### src/rtl/seven_seg_pkg.sv
// rtl/seven_seg_pkg.sv - segment table, blanking constants and scan state encoding
package seven_seg_pkg;

    localparam logic [6:0] SEG_OFF    = 7'h7F;
    localparam logic [7:0] ANODES_OFF = 8'hFF;

    // Active-low {g,f,e,d,c,b,a}; entry for hex digit i sits at SEG_TABLE[i]
    localparam logic [15:0][6:0] SEG_TABLE = {
        7'h0E, 7'h06, 7'h21, 7'h46, 7'h03, 7'h08, 7'h10, 7'h00,
        7'h78, 7'h02, 7'h12, 7'h19, 7'h30, 7'h24, 7'h79, 7'h40
    };

    typedef enum logic {
        ST_BLANK = 1'b0,
        ST_DRIVE = 1'b1
    } scan_state_t;

endpackage

### src/rtl/seven_seg_decoder.sv
// rtl/seven_seg_decoder.sv - hex nibble to active-low seven-segment cathode pattern
module seven_seg_decoder
    import seven_seg_pkg::*;
(
    input  logic [3:0] nibble,
    output logic [6:0] segments
);

    assign segments = SEG_TABLE[nibble];

endmodule

### src/rtl/seven_seg_scan_controller.sv
// rtl/seven_seg_scan_controller.sv - 8-digit multiplexed display scanner with frame-aligned loads
// Optional leading-zero suppression: SEVEN_SEG_LEADING_ZERO_BLANK_EN
module seven_seg_scan_controller
    import seven_seg_pkg::*;
#(
    parameter int NUM_DIGITS   = 8,
    parameter int TICK_DIV     = 100000,
    parameter int BLANK_CYCLES = 1000
) (
    input  logic        cmosClock,
    input  logic        resetN,
    input  logic        loadValid,
    output logic        loadReady,
    input  logic [31:0] loadWord,
    input  logic [7:0]  loadDp,
    input  logic [7:0]  loadBlank,
    output logic [7:0]  anodes,
    output logic [6:0]  cathodes,
    output logic        dp,
    output logic        frameStart
);

    localparam int               CNT_W     = (TICK_DIV > 1) ? $clog2(TICK_DIV) : 1;
    localparam logic [CNT_W-1:0] CNT_LAST  = CNT_W'(TICK_DIV - 1);
    localparam logic [CNT_W-1:0] CNT_BLANK = CNT_W'(BLANK_CYCLES);
    localparam logic [2:0]       IDX_LAST  = 3'(NUM_DIGITS - 1);

    logic [31:0]      active_word;
    logic [7:0]       active_dp;
    logic [7:0]       active_blank;
    logic [31:0]      pending_word;
    logic [7:0]       pending_dp;
    logic [7:0]       pending_blank;
    logic             pending_full;
    logic [CNT_W-1:0] slot_cnt;
    logic [CNT_W-1:0] cnt_next;
    logic [2:0]       digit_idx;
    scan_state_t      state;

    logic             slot_wrap;
    logic             frame_wrap;
    logic [3:0]       cur_nibble;
    logic [6:0]       cur_segments;
    logic [7:0]       dark_mask;
    logic [7:0]       anodes_next;

    assign slot_wrap  = (slot_cnt == CNT_LAST);
    assign frame_wrap = slot_wrap && (digit_idx == IDX_LAST);
    assign cnt_next   = slot_wrap ? '0 : slot_cnt + CNT_W'(1);
    assign cur_nibble = active_word[{digit_idx, 2'b00} +: 4];
    assign loadReady  = ~pending_full;

    seven_seg_decoder u_decoder (
        .nibble   (cur_nibble),
        .segments (cur_segments)
    );

`ifdef SEVEN_SEG_LEADING_ZERO_BLANK_EN
    logic [7:0] lz_mask;
    logic       lz_seen;

    // Walk from the most significant digit down; digit 0 is never suppressed
    always_comb begin
        lz_mask = '0;
        lz_seen = 1'b0;
        for (int i = NUM_DIGITS - 1; i >= 1; i--) begin
            if (active_word[i*4 +: 4] != 4'h0) lz_seen = 1'b1;
            lz_mask[i] = ~lz_seen;
        end
    end

    assign dark_mask = active_blank | lz_mask;
`else
    assign dark_mask = active_blank;
`endif

    always_comb begin
        anodes_next = ANODES_OFF;
        if (state == ST_DRIVE && !dark_mask[digit_idx] && int'(digit_idx) < NUM_DIGITS)
            anodes_next[digit_idx] = 1'b0;
    end

    always_ff @(posedge cmosClock or negedge resetN) begin
        if (!resetN) begin
            active_word   <= '0;
            active_dp     <= '0;
            active_blank  <= '0;
            pending_word  <= '0;
            pending_dp    <= '0;
            pending_blank <= '0;
            pending_full  <= 1'b0;
            slot_cnt      <= '0;
            digit_idx     <= '0;
            state         <= ST_BLANK;
            anodes        <= ANODES_OFF;
            cathodes      <= SEG_OFF;
            dp            <= 1'b1;
            frameStart    <= 1'b0;
        end else begin
            slot_cnt   <= cnt_next;
            state      <= (cnt_next < CNT_BLANK) ? ST_BLANK : ST_DRIVE;
            frameStart <= frame_wrap;

            if (slot_wrap)
                digit_idx <= frame_wrap ? 3'd0 : digit_idx + 3'd1;

            // Swap only at the frame boundary so a frame never mixes two words
            if (frame_wrap && pending_full) begin
                active_word  <= pending_word;
                active_dp    <= pending_dp;
                active_blank <= pending_blank;
                pending_full <= 1'b0;
            end else if (loadValid && !pending_full) begin
                pending_word  <= loadWord;
                pending_dp    <= loadDp;
                pending_blank <= loadBlank;
                pending_full  <= 1'b1;
            end

            anodes <= anodes_next;
            if (state == ST_DRIVE) begin
                cathodes <= cur_segments;
                dp       <= ~active_dp[digit_idx];
            end else begin
                cathodes <= SEG_OFF;
                dp       <= 1'b1;
            end
        end
    end

endmodule

### config.mk
export PLATFORM = sky130hd
export DESIGN_NAME = seven_seg_scan_controller
export DESIGN_NICKNAME = d
export VERILOG_FILES = /design/src/rtl/seven_seg_pkg.sv /design/src/rtl/seven_seg_decoder.sv /design/src/rtl/seven_seg_scan_controller.sv
export SDC_FILE = /design/constraint.sdc
export NUM_CORES = 1
export LEC_CHECK = 0
export BUFFER_PORTS_ARGS = -buffer_cell sky130_fd_sc_hd__buf_2
export CORE_MARGIN = 2
export CORE_UTILIZATION = 45
export CTS_CLUSTER_DIAMETER = 120
export DETAILED_ROUTE_END_ITERATION = 10
export PLACE_DENSITY = 0.67
export SYNTH_ARGS = -nofsm -noshare
export SYNTH_HDL_FRONTEND = slang
export SYNTH_HIERARCHICAL = 1
export SYNTH_SLANG_ARGS = --single-unit
### constraint.sdc
create_clock -name cmosClock -period 2.7 [get_ports cmosClock]
set_input_delay 0.27 -clock cmosClock [delete_from_list [all_inputs] [get_ports cmosClock]]
set_output_delay 0.27 -clock cmosClock [all_outputs]
set_load 0.03 [all_outputs]
# After elaboration in Yosys (flattened, before gate mapping)
# Memories as Yosys holds them, arrays and structs flattened.
# Cells that the tools add are included.
[word_totals] regBits=135 latch_bits=0 ram_bits=0 rom_bits=112 output_inout_bits=18 elab_cells=52 memories=1
[mem_list] name="(name not given)" words=16 word_bits=7 rd=1 rd_clocked_by_memory_dff=0 wr=0 line_no="seven_seg_decoder.sv:9" source="assign segments = SEG_TABLE[nibble];"
[classes] add_sub_neg=2 n_mul=0 div_mod_pow=0 magnitude_cmp=4 eq_ne=2 shifts=1 n_mux=15 n_bitwise=4 reduce_logical=9
[op_table] cell="variable part select 32 x 6 -> 4 bit" count=1
[op_table] cell="adder 17 x 1 -> 17 bit (second input constant)" count=1
[op_table] cell="equality test 17 bit (second input constant)" count=1
[op_table] cell="less-than comparator 17 x 10 -> 1 bit (second input constant)" count=1
[op_table] cell="two-way mux 17 bit" count=1
[op_table] cell="two-way mux 7 bit" count=2
[op_table] cell="two-way mux 8 bit" count=1
[op_table] cell="NOT 8 bit" count=1
[op_table] cell="two-way mux 1 bit" count=7
[op_table] cell="binary-select mux 1 bit (select 3 bit)" count=2
[op_table] cell="logical AND 1 bit" count=5
[op_table] cell="less-than comparator 4 x 5 -> 1 bit (second input constant)" count=1
[op_table] cell="less-than comparator 3 x 4 -> 1 bit (second input constant)" count=1
[op_table] cell="adder 3 x 1 -> 3 bit (second input constant)" count=1
[op_table] cell="demux 1 bit (select 3 bit)" count=1
[op_table] cell="equality test 3 bit (second input constant)" count=1
[op_table] cell=">= comparator 3 x 1 -> 1 bit (second input constant)" count=1
[op_table] cell="two-way mux 3 bit" count=1
[op_table] cell="NOT 1 bit" count=3
[op_table] cell="logical NOT 1 bit" count=2
[op_table] cell="AND reduction 2 bit" count=1
[op_table] cell="nonzero test 2 bit" count=1

# Logic depth before layout (Yosys ltp)
# Gate-level depths: netlist (run 1).
[depth] word_depth=6 depth_mapped=12

# By module
# Netlist (run 1), hierarchy kept.
[by_module_without_submodules] module="seven_seg_scan_controller" instances=1 cells_each=408 area_per_inst_um2=5719.2 seq_area_each_um2=3398.3
[by_module_without_submodules] module="seven_seg_decoder" instances=1 cells_each=31 area_per_inst_um2=252.7 seq_area_each_um2=0.0

# Least setup slack after synthesis (run 1)
# No wires, ideal clock.
[synth_timing] path_type="register -> register" startpoint="register digit_idx[1]" endpoint="register cathodes[3]" setup_time_ns=0.083 arrival_time_ns=2.618 path_slack_ns=-0.002 stages_incl_launch_ff=11 path_buffers=2 synth_period_minus_slack_ns=2.702 cell_sequence="dfrtp_1 -> buf_1 -> clkbuf_1 -> mux2i_1 -> nor3_1 -> a311o_1 -> inv_1 -> ha_1 -> inv_1 -> mux4_2 -> nand2b_1"
[synth_between] elab_chain_len=4
[synth_lines] element="start: declaration" line_no="seven_seg_scan_controller.sv:37" source="logic [2:0] digit_idx;"
[synth_lines] element="start signal: assignment" line_no="seven_seg_scan_controller.sv:105" source="digit_idx <= frame_wrap ? 3'd0 : digit_idx + 3'd1;"
[synth_lines] element="variable part select 32 x 6 -> 4 bit" line_no="seven_seg_scan_controller.sv:50" source="assign cur_nibble = active_word[{digit_idx, 2'b00} +: 4];"
[synth_lines] element="named net cur_nibble[0]" line_no="seven_seg_scan_controller.sv:42" source="logic [3:0] cur_nibble;"
[synth_lines] element="memory (16 x 7 bit)"
[synth_lines] element="two-way mux 7 bit (implied by the code)" line_no="seven_seg_decoder.sv:9"
[synth_lines] element="named net cur_segments[3]" line_no="seven_seg_scan_controller.sv:43" source="logic [6:0] cur_segments;"
[synth_lines] element="two-way mux 7 bit" line_no="seven_seg_scan_controller.sv:121" source="if (state == ST_DRIVE) begin"
[synth_lines] element="end signal: assignment" line_no="seven_seg_scan_controller.sv:122" source="cathodes <= cur_segments;"
[synth_lines] element="end: declaration" line_no="seven_seg_scan_controller.sv:18" source="output logic [6:0] cathodes,"
# The timed path passes the listed nets, and every way through them passes these cells. The select of a mux whose other input is x is not followed.
# A chain may end at the register's enable or synchronous reset.

# Final worst setup path (run 1)
# Same ends and word-level chain as after synthesis.

==> metrics.yaml, run 1 <==
vias: 3682
nNetsFinal: 580
antenna_found_initial: 0
synth_top_area_share_pct: 49.9
track_usage_pct: 17.8
synth.yosys.seq_area_share_pct: 56.9
grt_max_degree: 60
synth_area_leader_cell: "dfrtp_1"
tightest_slew_ns: 0.621
synth-edff-count: 0
die_x_um: 119
ios: 69
whs_ns: 0.0783
cp.required_ns: 3.04
area_growth_pct: 20.5
drv_cap: 0
path_class: "reg2reg"
worstPathCellList: "nor2b_1 > a22oi_1 > o22ai_1 > a311o_1 > inv_1 > ha_1 > inv_1 > mux4_2 > nand2b_1"
coreArea_um2: 13100
slowest_delay_ns: 0.48
crit_top_cell: "inv_1"
cp-end-kind: "flop"
cts_buffers: 17
gp_congestion: 0.898
syn-instance-count: 439
grt_setup_unrepaired: "no"
async_flop_share_pct: 100
wl_per_cell_um: 16.5
antenna_cells: 0
clk_pin_slew_worst_paths_ns: 0.06
die_height_um: 119
drc: 0
antenna_left: 0
leakage_nw: 3.29
fin_crit_ns: 2.49
synth_seq_cells: 135
root_buffer: "clkbuf_16"
initial_utilization_pct: 45.6
start_kind: "flop"
status: "complete, no violations"
grt_pass1_vias: 3764
ys_top_cells_by_area: "dfrtp_1 50%, mux2_2 17%, dfstp_2 7.0%"
fmax_mhz: 402
hold_class: "in2reg"
setup-tns-final_ns: 0
grt_overflow_total: 0
ir_drop_mv: 0.403
dieArea_um2: 14200
cts_tree: "built"
crit_fanout: 9
drive_gt1_share_pct: 44.9
dp_hpwl_mm: 8.36
avgSynthCellArea_um2: 13.6
port_buffers: 68
arrival_ns: 2.82
grt_first_pass_wirelength_mm: 19.4
drt_wl_total_mm: 11.7
yosysWarnings: 6
synth.distinct_cells: 50
setup_viol: 0
cts_sinks: 135
hold_violations: 0
min_period_over_period_pct: 92.1
htreeDepth: 4
viasPerCell: 5.20
drt_iter0_markers: 240
timing.slew.headroom_pct: 58.2
crit_slowest_cell: "dfrtp_2"
synth_ff_type: "dfrtp_1"
syn_area_um2: 5970
clock_latency_ns: 0.42
cts_max_path_buffers: 2
p_per_area_nw_per_um2: 651
placementRows: 42
report.final.slew_viol_count: 0
dr.pass1.iters: 4
finClkSkew_ns: 0.0117
syn_nets: 500
## where the power goes
group	leakage (nW)	internal [mW]	switching (mW)
sequential	1.72	2.12	0.0564
clock	0.294	1.52	0.816
combinational	1.28	0.0987	0.0696
## worst paths after layout
path	from	endpoint	slack, ns	cells after the start
max in group asynchronous	resetN	digit_idx[2]$_DFFE_PN0N_	1.54	3
min reg2reg	slot_cnt[0]$_DFF_PN0_	slot_cnt[0]$_DFF_PN0_	0.49	1
max	digit_idx[1]$_DFFE_PN0N_	cathodes[3]$_DFF_PN1_	0.21	9
max reg2reg	digit_idx[1]$_DFFE_PN0N_	cathodes[3]$_DFF_PN1_	0.21	9
min in group asynchronous	resetN	slot_cnt[6]$_DFF_PN0_	0.39	2
min	loadWord[20]	pending_word[20]$_DFFE_PN0P_	0.08	2
## critical path: cells and delay by family (launching register included)
kind	cells	cell delay [ns]
AO/OA/AOI/OAI	3	0.75
flip-flops	1	0.48
multiplexers	1	0.43
AND/OR/NAND/NOR	2	0.33
buffers and inverters	2	0.24
adder cells (fa/ha/maj)	1	0.19
## registers in the layout (all words and copies together), names as in the netlist
| name | count |
|---|---|
| active_dp | 8 |
| anodes | 8 |
| digit_idx | 3 |
| active_blank | 8 |
| pending_blank | 8 |
| pending_full | 1 |
| active_word | 32 |
| state | 1 |
| slot_cnt | 17 |
| frameStart | 1 |
| cathodes | 7 |
| pending_dp | 8 |
| pending_word | 32 |
| dp | 1 |
## repair_timing
item | 4_1_cts | 5_1_grt
resized for setup | 0 | 2
setup endpoints to repair | 0 | 1
endpoints found under the hold margin | 47 | 0
buffers inserted | 0 | 0
hold buffers | 1 | 0
## through the flow
step / area, µm² / std cells / total power, mW / util [%] / worst slack (ns)
global placement: 6580 / 675 / 2.37 / 50.3 / 0.229
finish: 7200 / 708 / 4.68 / 55.0 / 0.214
detailed placement: 6580 / 675 / 2.38 / 50.3 / 0.145
global route: 7200 / 708 / 4.86 / 55.0 / 0.0227
CTS: 7190 / 708 / 4.75 / 55.0 / 0.134
floorplan: 5970 / 439 / 2.27 / - / 0.0467
## cells by family after synthesis
logic type,after synthesis,share of synthesized area [%]
AO/OA/AOI/OAI,32,3.71
XOR/XNOR,15,2.20
adder cells (fa/ha/maj),10,2.10
buffers and inverters,31,2.33
flip-flops,135,56.9
multiplexers,121,23.8
AND/OR/NAND/NOR,95,8.99
## Yosys cell counts (7+ instances only)
cell / count
mux2_4: 9
nand3_1: 15
mux2_2: 91
xnor2_1: 9
dfstp_2: 16
clkbuf_1: 9
o21ai_0: 9
nand4_1: 7
nand2_1: 14
nand2b_1: 9
inv_1: 7
mux2i_1: 17
nor2_1: 14
ha_1: 10
dfrtp_1: 119
## metal layers
layer  global-route usage (%)  wire length, µm  vias up
met5                        0                0        -
met4                     7.89              195        0
met3                     5.03              546       17
met2                     26.5             5420      100
met1                     24.3             5520     1813
li1                         -                -     1752
## layout make-up
type | count | area, µm²
fillers | 1079 | 5890
flip-flops and latches | 135 | 3400
multi-input cells | 273 | 2450
repair buffers | 84 | 494
clock buffers | 24 | 482
well taps | 176 | 220
clock inverters | 8 | 121
inverters | 8 | 30.0
## cells in the final DEF, fill, tap and decap left out, types with 3 or more instances in the layout
cell	n
dfrtp_1	117
mux2_2	91
buf_2	67
mux2i_1	17
clkbuf_16	17
dfstp_2	16
nand3_1	14
nand2_1	14
nor2_1	14
buf_4	13
ha_1	10
xnor2_1	9
o21ai_0	9
nand2b_1	9
mux2_4	9
nand4_1	7
inv_1	7
xor2_1	6
nor3_1	5
and2_1	5
mux4_2	4
a221oi_1	4
clkbuf_1	4
nor4_1	3
and4_1	3
a31oi_1	3
a22oi_1	3
and3_1	3
nand3b_1	3
o2bb2ai_1	3
bufinv_16	3
clkbuf_8	3
clkinv_2	3
(Power assumes the default switching activity.)
==> run 2, diff against run 1 <==
--- a/config.mk
+++ b/config.mk
@@ -7,10 +7,10 @@
 export LEC_CHECK = 0
 export BUFFER_PORTS_ARGS = -buffer_cell sky130_fd_sc_hd__buf_2
 export CORE_MARGIN = 2
-export CORE_UTILIZATION = 45
+export CORE_UTILIZATION = 52
 export CTS_CLUSTER_DIAMETER = 120
 export DETAILED_ROUTE_END_ITERATION = 10
-export PLACE_DENSITY = 0.67
+export PLACE_DENSITY = 0.75
 export SYNTH_ARGS = -nofsm -noshare
 export SYNTH_HDL_FRONTEND = slang
 export SYNTH_HIERARCHICAL = 1
==> metrics.yaml, run 2 (synthesis gave the netlist of run 1 again) <==
nNetsFinal: 578
reg_top3: "active_word: 32 flops, pending_word: 32 flops, slot_cnt: 17 flops"
tightest_slew_ns: 0.699
setup-tns-final_ns: 0
viasPerCell: 5.58
layout_common_cells: "118 x dfrtp_1, 91 x mux2_2, 67 x buf_2, 17 x mux2i_1, 17 x clkbuf_16"
ios: 69
grt_overflow_total: 0
antenna_left: 0
hold_class: "in2reg"
status: "complete, no violations"
drv_cap: 0
wl_per_cell_um: 17.0
ir_drop_mv: 0.495
fin_crit_ns: 2.56
grt_pass1_vias: 3946
drt_iter0_markers: 193
ff2ff_setup_slack_ns: 0.14
timing.rr.end: "cathodes[3]$_DFF_PN1_"
placementRows: 39
dieArea_um2: 12400
vias: 3747
cp-end-kind: "flop"
use_met1_pct: 26.5
initial_utilization_pct: 52.8
cts_sinks: 135
start_kind: "flop"
dp_hpwl_mm: 8.16
post_cts_buffers: 0
grt.met2_usage_pct: 31.5
clock_latency_ns: 0.41
die_height_um: 111
drive_gt1_share_pct: 45.2
port_buffers: 68
final_common_cell: "dfrtp_1"
coreArea_um2: 11300
drc: 0
grt_setup_unrepaired: "no"
gp_congestion: 0.872
grt_max_degree: 52
antenna_found_initial: 0
min_period_over_period_pct: 94.7
fillers: 860
cts_tree: "built"
clk_pin_slew_worst_paths_ns: 0.06
grt_first_pass_wirelength_mm: 19.6
timing.slew.headroom_pct: 53.3
hold_violations: 0
root_buffer: "clkbuf_16"
r2r_cells: 8
finClkSkew_ns: 0.00696
antenna_cells: 0
arrival_ns: 2.89
fmax_mhz: 391
met3_usage_pct: 5.41
dr.pass1.iters: 6
die_x_um: 111
timing.rr.start: "digit_idx[2]$_DFFE_PN0N_"
setup_viol: 0
p_per_area_nw_per_um2: 643
cp.required_ns: 3.04
path_class: "reg2reg"
track_usage_pct: 20.1
grt-busiest-layer: "met2"
leakage_nw: 3.26
area_growth_pct: 19.1
crit_fanout: 8
crit_path_end: "cathodes[3]$_DFF_PN1_"
drt_wl_total_mm: 11.4
cp-startpoint: "digit_idx[2]$_DFFE_PN0N_"
whs_ns: 0.0823
cts_buffers: 17
cts_max_path_buffers: 2
htreeDepth: 4
report.final.slew_viol_count: 0
==> run 2: cell types whose count changed in the layout (fill, tap and decap cells not counted), moves of 2 or more <==
cell      delta
clkbuf_8     -3
buf_4        -2
clkbuf_1     -4
inv_6        +5
==> run 2: metrics by stage <==
step / worst slack [ns] / instances / cell area (µm²) / utilization, % / total power [mW]
after floorplan: 0.0467 / 439 / 5970 / - / 2.27
after global placement: 0.188 / 640 / 6520 / 57.6 / 2.37
after detailed placement: 0.00415 / 640 / 6520 / 57.6 / 2.38
after CTS: 0.122 / 672 / 7110 / 62.8 / 4.62
after global routing: 0.00131 / 672 / 7110 / 62.8 / 4.75
final: 0.143 / 672 / 7110 / 62.8 / 4.57
==> run 2: cell type report <==
cell class	instances	area, µm²	area share [%]
sequential	135	3400	47.8
clock inverter	14	150	2.11
tap	143	179	2.52
timing repair buffer	82	479	6.74
multi-input combinational	273	2450	34.4
inverter	8	30.0	0.422
clock buffer	17	425	5.98
==> run 2: how the worst min path moves through the flow <==
stage	from	endpoint	slack, ns	depth (start not counted)
after floorplan	resetN	active_blank[0]$_DFFE_PN0P_	-0.03	0
after global placement	resetN	slot_cnt[4]$_DFF_PN0_	0.21	1
after detailed placement	resetN	slot_cnt[4]$_DFF_PN0_	0.22	1
after CTS	loadBlank[3]	pending_blank[3]$_DFFE_PN0P_	0.07	2
after global routing	loadWord[19]	pending_word[19]$_DFFE_PN0P_	0.06	2
final	loadWord[20]	pending_word[20]$_DFFE_PN0P_	0.08	2
==> run 2: power breakdown <==
group          internal, mW  switching (mW)  total (mW)
logic                0.0991          0.0678       0.167
clock network          1.36           0.867        2.23
registers              2.12          0.0569        2.18
==> run 2: what timing repair did <==
action | in CTS | in global routing
cloned | 0 | 0
gates resized for setup | 1 | 3
setup endpoints to repair | 1 | 1
hold buffers | 1 | 0
endpoints found under the hold margin | 20 | 0
==> run 2: layer usage <==
metal	part of all wire [%]	up-vias
met5	0	-
met4	2.1	0
met3	4.4	21
met2	48	118
met1	45	1859
li1	-	1749
==> run 2: worst max-delay path, stage by stage, from the launching register on <==
cell,delay [ns]
dfrtp_1,0.47
mux2i_1,0.15
mux4_2,0.46
o21ai_1,0.23
inv_1,0.19
ha_1,0.34
inv_1,0.05
mux4_2,0.43
nand2b_1,0.15
